[config.mk]
export PLATFORM = sky130hd
export DESIGN_NAME = mod_counter
export DESIGN_NICKNAME = d
export VERILOG_FILES = /design/src/rtl/mod_counter.sv
export SDC_FILE = /design/constraint.sdc
export NUM_CORES = 1
export LEC_CHECK = 0
export CORE_ASPECT_RATIO = 0.9
export CORE_UTILIZATION = 50
export CTS_CLUSTER_DIAMETER = 40
export DETAILED_ROUTE_END_ITERATION = 12
export GPL_TIMING_DRIVEN = 0
export PLACE_DENSITY = 0.76
export SETUP_SLACK_MARGIN = 0.5
export SLEW_MARGIN = 20
export SYNTH_ARGS = -nofsm -noshare
export SYNTH_HDL_FRONTEND = slang
export SYNTH_SLANG_ARGS = --single-unit
[constraint.sdc]
create_clock -name clk -period 7.3 [get_ports clk]
set_clock_uncertainty 0.1 [all_clocks]
set_input_delay 1.46 -clock clk [delete_from_list [all_inputs] [get_ports clk]]
set_output_delay 1.46 -clock clk [all_outputs]
set_load 0.01 [all_outputs]
[src/rtl/mod_counter.sv]
// mod_counter
//
// Parametrised up/down modulo counter with a programmable terminal value.
// The count range is 0..max_val. Counting up, the terminal is max_val and
// the start value is 0. Counting down, the terminal is 0 and the start
// value is max_val.
//
// Control priority, highest first: rst > clear > load > en.
//
// End-of-range behaviour is selected by mode:
//   00 / 11  wrap      - return to the start value and pulse wrap
//   01       saturate  - stick at the terminal
//   10       one-shot  - stick at the terminal and halt until clear/load/rst
//
// Ports:
//   clk       in          rising-edge clock
//   rst       in          asynchronous active-high reset
//   clear     in          synchronous clear to 0
//   load      in          synchronous load of min(load_val, max_val)
//   load_val  in  WIDTH   value for load
//   en        in          count enable, one step per cycle
//   up        in          direction, 1 = increment, 0 = decrement
//   mode      in  2       end-of-range mode (see above)
//   max_val   in  WIDTH   upper bound of the count range
//   count     out WIDTH   registered count
//   wrap      out         registered pulse, a wrap happened on the last edge
//   done      out         registered, one-shot has halted
//   at_term   out         combinational, count equals the current terminal
//   carry     out         combinational cascade enable for the next stage
module mod_counter #(
    parameter int WIDTH = 8
) (
    input  logic             clk,
    input  logic             rst,
    input  logic             clear,
    input  logic             load,
    input  logic [WIDTH-1:0] load_val,
    input  logic             en,
    input  logic             up,
    input  logic [1:0]       mode,
    input  logic [WIDTH-1:0] max_val,
    output logic [WIDTH-1:0] count,
    output logic             wrap,
    output logic             done,
    output logic             at_term,
    output logic             carry
);

    typedef enum logic {
        RUN  = 1'b0,
        HALT = 1'b1
    } state_t;

    state_t           state_r;
    logic [WIDTH-1:0] count_r;
    logic             wrap_r;

    logic             wrap_mode_s;
    logic             oneshot_s;
    logic [WIDTH-1:0] term_s;
    logic [WIDTH-1:0] start_s;
    logic             at_term_s;
    logic             past_end_s;
    logic [WIDTH-1:0] stepped_s;
    logic [WIDTH-1:0] load_sat_s;
    logic             halted_s;
    logic             step_s;

    // Decode of mode/direction and the values each step can produce.
    always_comb begin
        wrap_mode_s = (mode == 2'b00) || (mode == 2'b11);
        oneshot_s   = (mode == 2'b10);
        term_s      = up ? max_val : {WIDTH{1'b0}};
        start_s     = up ? {WIDTH{1'b0}} : max_val;
        at_term_s   = (count_r == term_s);
        // Counting up, a count above max_val (after max_val was lowered at
        // runtime) is handled exactly like sitting on the terminal.
        past_end_s  = up ? (count_r >= max_val) : (count_r == {WIDTH{1'b0}});
        stepped_s   = up ? (count_r + WIDTH'(1)) : (count_r - WIDTH'(1));
        load_sat_s  = (load_val > max_val) ? max_val : load_val;
        // HALT only blocks stepping while still in one-shot; leaving one-shot
        // lets the counter step on the same edge the FSM returns to RUN.
        halted_s    = (state_r == HALT) && oneshot_s;
        step_s      = en && !halted_s;
    end

    // Count, wrap pulse and one-shot FSM state.
    always_ff @(posedge clk or posedge rst) begin
        if (rst) begin
            count_r <= {WIDTH{1'b0}};
            wrap_r  <= 1'b0;
            state_r <= RUN;
        end else if (clear) begin
            count_r <= {WIDTH{1'b0}};
            wrap_r  <= 1'b0;
            state_r <= RUN;
        end else if (load) begin
            count_r <= load_sat_s;
            wrap_r  <= 1'b0;
            state_r <= RUN;
        end else begin
            wrap_r <= 1'b0;
            if (!oneshot_s) begin
                state_r <= RUN;
            end
            if (step_s) begin
                if (past_end_s) begin
                    if (wrap_mode_s) begin
                        count_r <= start_s;
                        wrap_r  <= 1'b1;
                    end else begin
                        // Saturate and one-shot both stick at the terminal.
                        count_r <= term_s;
                        if (oneshot_s) begin
                            state_r <= HALT;
                        end
                    end
                end else begin
                    count_r <= stepped_s;
                    if (oneshot_s && (stepped_s == term_s)) begin
                        state_r <= HALT;
                    end
                end
            end
        end
    end

    assign count   = count_r;
    assign wrap    = wrap_r;
    assign done    = (state_r == HALT);
    assign at_term = at_term_s;
    assign carry   = en && at_term_s && wrap_mode_s && !clear && !load;

endmodule

Yosys cells after proc, flatten, opt, wreduce, memory -nomap -nowiden
Index checks and enable logic that the tools add are counted.

storage, ports and cells
  bits of input ports = 24
  logic and storage cells = 48
  bits in registers = 10
  output and inout bits = 12

operators by class
  add/sub/neg operators = 2
  mux-type cells = 23
  reduce and logical (&&, ||, !) cells = 14
  order comparisons = 2
  equal/unequal tests = 4

operators with widths
  operator               count
  $mux W8                9
  $eq A8 B8 Y1           2
  $mux W1                14
  $add A8 B1 Y8 const B  1
  $ge A8 B8 Y1           1
  $gt A8 B8 Y1           1
  $logic_not A8 Y1       1
  $sub A8 B1 Y8 const B  1
  $logic_and A1 B1 Y1    7
  $eq A2 B2 Y1 const B   2
  $logic_not A1 Y1       3
  $reduce_bool A3 Y1     1
  $logic_not A2 Y1       1
  $logic_or A1 B1 Y1     1

Longest topological paths before layout
  depth in word-level cells = 9
  mapped depth = 10
  mapped depth without buffers = 8

Worst setup path after synthesis
No wires, ideal clock.

  path kind = in2out
  start point = input up
  end point = output carry
  cell stages on the path = 6
  arrival time = 2940 ps
  slack = 2800 ps
  cells stage by stage = buf_2 > buf_2 > buf_1 > a22oi_1 > nor4_1 > and2_1

between the ends
  longest elaborated chain between the ends = 6

RTL lines
  item                               line  text
  from (decl)                        39    input logic up,
  $mux W8                            73    term_s = up ? max_val : {WIDTH{1'b0}};
  $eq A8 B8 Y1                       75    at_term_s = (count_r == term_s);
  named net at_term                  45    output logic at_term,
  $logic_and A1 B1 Y1 (4 in series)  132   assign carry = en && at_term_s && wrap_mode_s && !clear && !load;
  to (decl)                          46    output logic carry

The timed path passes the listed nets, and every way through them passes these cells.

Worst setup path in the final report
  start point = input up
  end point = output carry

between the ends
  longest elaborated chain between the ends = 6

RTL lines
  item                               line
  $mux W8                            73
  $eq A8 B8 Y1                       75
  $logic_and A1 B1 Y1 (4 in series)  132

No other way between the ends.

==> flow_summary_export.csv <==
group,metric,value,unit
worst_setup_path,cp-start-kind,"input pin",
power,irDropWorstVdd,0.00008733,V
synth,ys_seq_area_frac,0.1240,
power,leakagePower,1.044,nW
sta,finalMaxSlewViolations,0,
synth,synth-main-ff-cell,"dfrtp_1",
floorplan,die-height,62.27,um
cells_and_area,finish.net_count,350,
detailed_routing,num_vias,2218,
clock_network,tritoncts,"yes",
floorplan,coreArea,3784,sq um
synth,synth_edf_count,0,
floorplan,die_x,68.97,um
synth,syn-mean-instance-area,7.616,sq um
clock_network,root_buffer,"clkbuf_8",
power,p_seq_frac,0.200,
sta,setup_violations,0,
synth,yosys.area_share.simple,0.2015,
floorplan,num_io_pins,36,
synth,synth_cell_types,62,
worst_setup_path,worstPathRequired,5.74,ns
cells_and_area,area_growth,20.27,%
sta,tightest_slew,0.7803,ns
synth,async_reset_ff_frac,1.000,
clock_network,cts_made_buffers,3,
synth,synthCells,265,
grt,grt_start_max_net_pins,12,
detailed_routing,via_per_inst,6.429,
clock_network,clock_latency,0.24,ns
run,maxCapViolCount,0,
min_path,hp-class,"reg -> reg",
floorplan,initial_core_util,0.5334,
placement,io_buffer_count,31,
synth,synth_xor_area_frac,0.08308,
clock_network,cts_hold_buf,0,
power,pwr-share-comb,0.642,
clock_network,postCtsSetupRepairBufs,0,
power,p_sw_frac,0.4448,
synth,synth_fp_nets,314,
detailed_routing,wire_per_inst,16.92,um
cells_and_area,n_antenna_cell,0,
power,p_clk_frac,0.158,
clock_network,h-tree-depth,1,
synth,ys_seq_elements,10,
placement,dp_hpwl,4.683,mm
sta,setup_tns,0,ns
floorplan,die-area,4295,sq um
clock_network,clock-sinks,10,
power,p_switching,0.0001623,W
synth,syn_area,2018,sq um
clock_network,cts_buffer_depth,2,
worst_setup_path,critPathMaxFanout,10,
outcome,outcome,"complete, no violations",
worst_setup_path,slowest_stage,"nor4_1",
cells_and_area,drive_gt1_frac,0.05351,
detailed_routing,drtPass1Iterations,5,
sta,hold_violations,0,
floorplan,placementRows,21,
sta,timing.final.crit_share,0.7904,
worst_setup_path,critical_path_arrival,4.21,ns
sta,rsz0062_at_grt,"no",
synth,synth_top_family_by_area,"compound AO/OA/AOI/OAI gates",
grt,grt_pass1_vias,2132,
cells_and_area,fin_util,0.6415,
grt,track_usage,0.2972,
sta,max_freq,173.3,MHz
grt,antenna_found_initial,0,
placement,place_congestion,0.9615,
clock_network,clk_pin_slew,0.05,ns
worst_setup_path,crit_path_end_kind,"output port",
synth,synth_warnings,0,
detailed_routing,drtAntennaViolNets,0,
worst_setup_path,crit_chain,"clkdlybuf4s50_1 -> buf_2 -> buf_2 -> buf_1 -> a22oi_1 -> nor4_1 -> and2_1 -> clkdlybuf4s50_1",
detailed_routing,totalWireLength,5.837,mm
sta,layout_min_cycle_time,5.770,ns
power,p_per_area,150.4,nW/um^2
synth,yosys.area.top_type_share,0.1488,
synth,synth_area_leader_cell,"ha_1",
grt,gr-total-overflow,0,
detailed_routing,dr.first_iter.drc_count,224,
synth,synthMuxAreaShare,0.01488,
detailed_routing,drc_errors,0,
synth,synth_area_leaders,"ha_1 15%, dfrtp_1 12%, o21ai_0 5.0%, xnor2_1 3.9%, nand2_1 3.5%",
synth,synth_fa_ha_area_frac,0.1587,
grt,grt_pass1_wl,9.839,mm
clock_network,cts_resized,0,
synth,synth_compound_area_frac,0.3484,
worst_setup_path,cp_slowest_stage_delay,0.55,ns
power,intPower,0.0002026,W
sta,max_slew_margin,0.4758,
worst_setup_path,crit_type,"in -> out",
-- per-layer routing --
| layer | wire, um | vias to the layer above | track usage | part of all wire |
|---|---|---|---|---|
| met4 | 46 | 0 | 0.03316 | 0.0079 |
| li1 | - | 1074 | - | - |
| met1 | 2717 | 1024 | 0.4382 | 0.47 |
| met2 | 2602 | 114 | 0.4672 | 0.45 |
| met3 | 469 | 6 | 0.03860 | 0.080 |
| met5 | 0 | - | 0 | 0 |
-- power by group through the flow --
| stage | sequential (W) | clock, W | combinational [W] |
|---|---|---|---|
| 6_report | 0.0000729 | 0.0000576 | 0.000234 |
| 5_1_grt | 0.0000739 | 0.0000591 | 0.000259 |
| 4_1_cts | 0.0000725 | 0.0000576 | 0.000230 |
| 3_5_place_dp | 0.0000734 | 0 | 0.000229 |
| 3_3_place_gp | 0.0000732 | 0 | 0.000224 |
| 2_1_floorplan | 0.0000725 | 0 | 0.000160 |
-- flip-flops by register name, summed over array words and instances, names as in the netlist --
| register | flops |
|---|---|
| wrap | 1 |
| count | 8 |
| done | 1 |
-- synth_stat cells (3+ instances only) --
cell type,number
nand2_1,19
xnor2_1,9
nor2_1,16
a211oi_1,8
a221o_1,4
ha_1,24
nor2b_1,3
a22oi_1,4
a21boi_0,3
dfrtp_1,10
a21o_1,5
o21a_1,3
a211o_1,4
clkbuf_1,9
inv_1,18
mux2i_1,3
xor2_1,5
a21oi_1,13
and3_1,6
nand3_1,13
buf_2,6
nor3_1,4
nand4_1,4
o21ai_0,20
nand3b_1,3
-- layout make-up --
| cell class | count | area (sq um) |
|---|---|---|
| inverter | 18 | 67.56 |
| clock buffer | 3 | 41.29 |
| buffer | 17 | 72.57 |
| tap | 46 | 57.56 |
| timing repair buffer | 31 | 310.3 |
| fill | 364 | 1356 |
| multi-input combinational | 220 | 1628 |
| sequential | 10 | 250.2 |
-- cells in the final DEF, fill, tap and decap left out, drive strengths merged, types with 4 or more instances in the layout --
cell type / n
inv: 18
nand3: 13
dfrtp: 10
buf: 7
clkbuf: 13
a21o: 5
a211oi: 9
xnor2: 9
xor2: 5
o21ai: 21
nor3: 4
nor2: 17
and2: 4
a21oi: 13
and3: 6
nand2: 19
clkdlybuf4s50: 31
nand4: 4
a221o: 4
a22oi: 4
a211o: 4
ha: 24
-- cells by family after synthesis --
| family | after synthesis |
|---|---|
| muxes | 3 |
| xor gates and xnor gates | 16 |
| adders and majority gates | 25 |
| DFF | 10 |
| and+or+nand+nor | 81 |
| buffers and inverters | 35 |
| AOI/OAI and AO/OA | 95 |
-- critical path: cells and delay by family --
family / cells / cell delay, ns
and+or+nand+nor: 2 / 0.75
AOI/OAI and AO/OA: 1 / 0.17
buffers and inverters: 5 / 1.82
-- final timing paths --
check	from	endpoint	slack, ns	cells past startpoint
min in group asynchronous	rst	count[7]$_DFFE_PP0P_	1.43	2
min reg2reg	done$_DFF_PP0_	wrap$_DFF_PP0_	0.57	2
max in group asynchronous	rst	count[5]$_DFFE_PP0P_	5.38	2
max	up	carry	1.53	8
max reg2reg	count[0]$_DFFE_PP0P_	done$_DFF_PP0_	4.40	9
min	done$_DFF_PP0_	wrap$_DFF_PP0_	0.57	2
-- per-stage QoR --
stage / power [W] / worst slack, ns / area (sq um) / hold slack, ns / cells
floorplan: 0.0002328 / 2.800 / 2018 / 0.5218 / 265
global placement: 0.0002975 / 1.626 / 2386 / 0.5437 / 342
detailed placement: 0.0003020 / 1.629 / 2386 / 0.5625 / 342
CTS: 0.0003604 / 1.630 / 2427 / 0.5697 / 345
global route: 0.0003925 / 1.326 / 2427 / 0.5943 / 345
finish: 0.0003650 / 1.530 / 2427 / 0.5669 / 345
(Power assumes the default switching activity.)
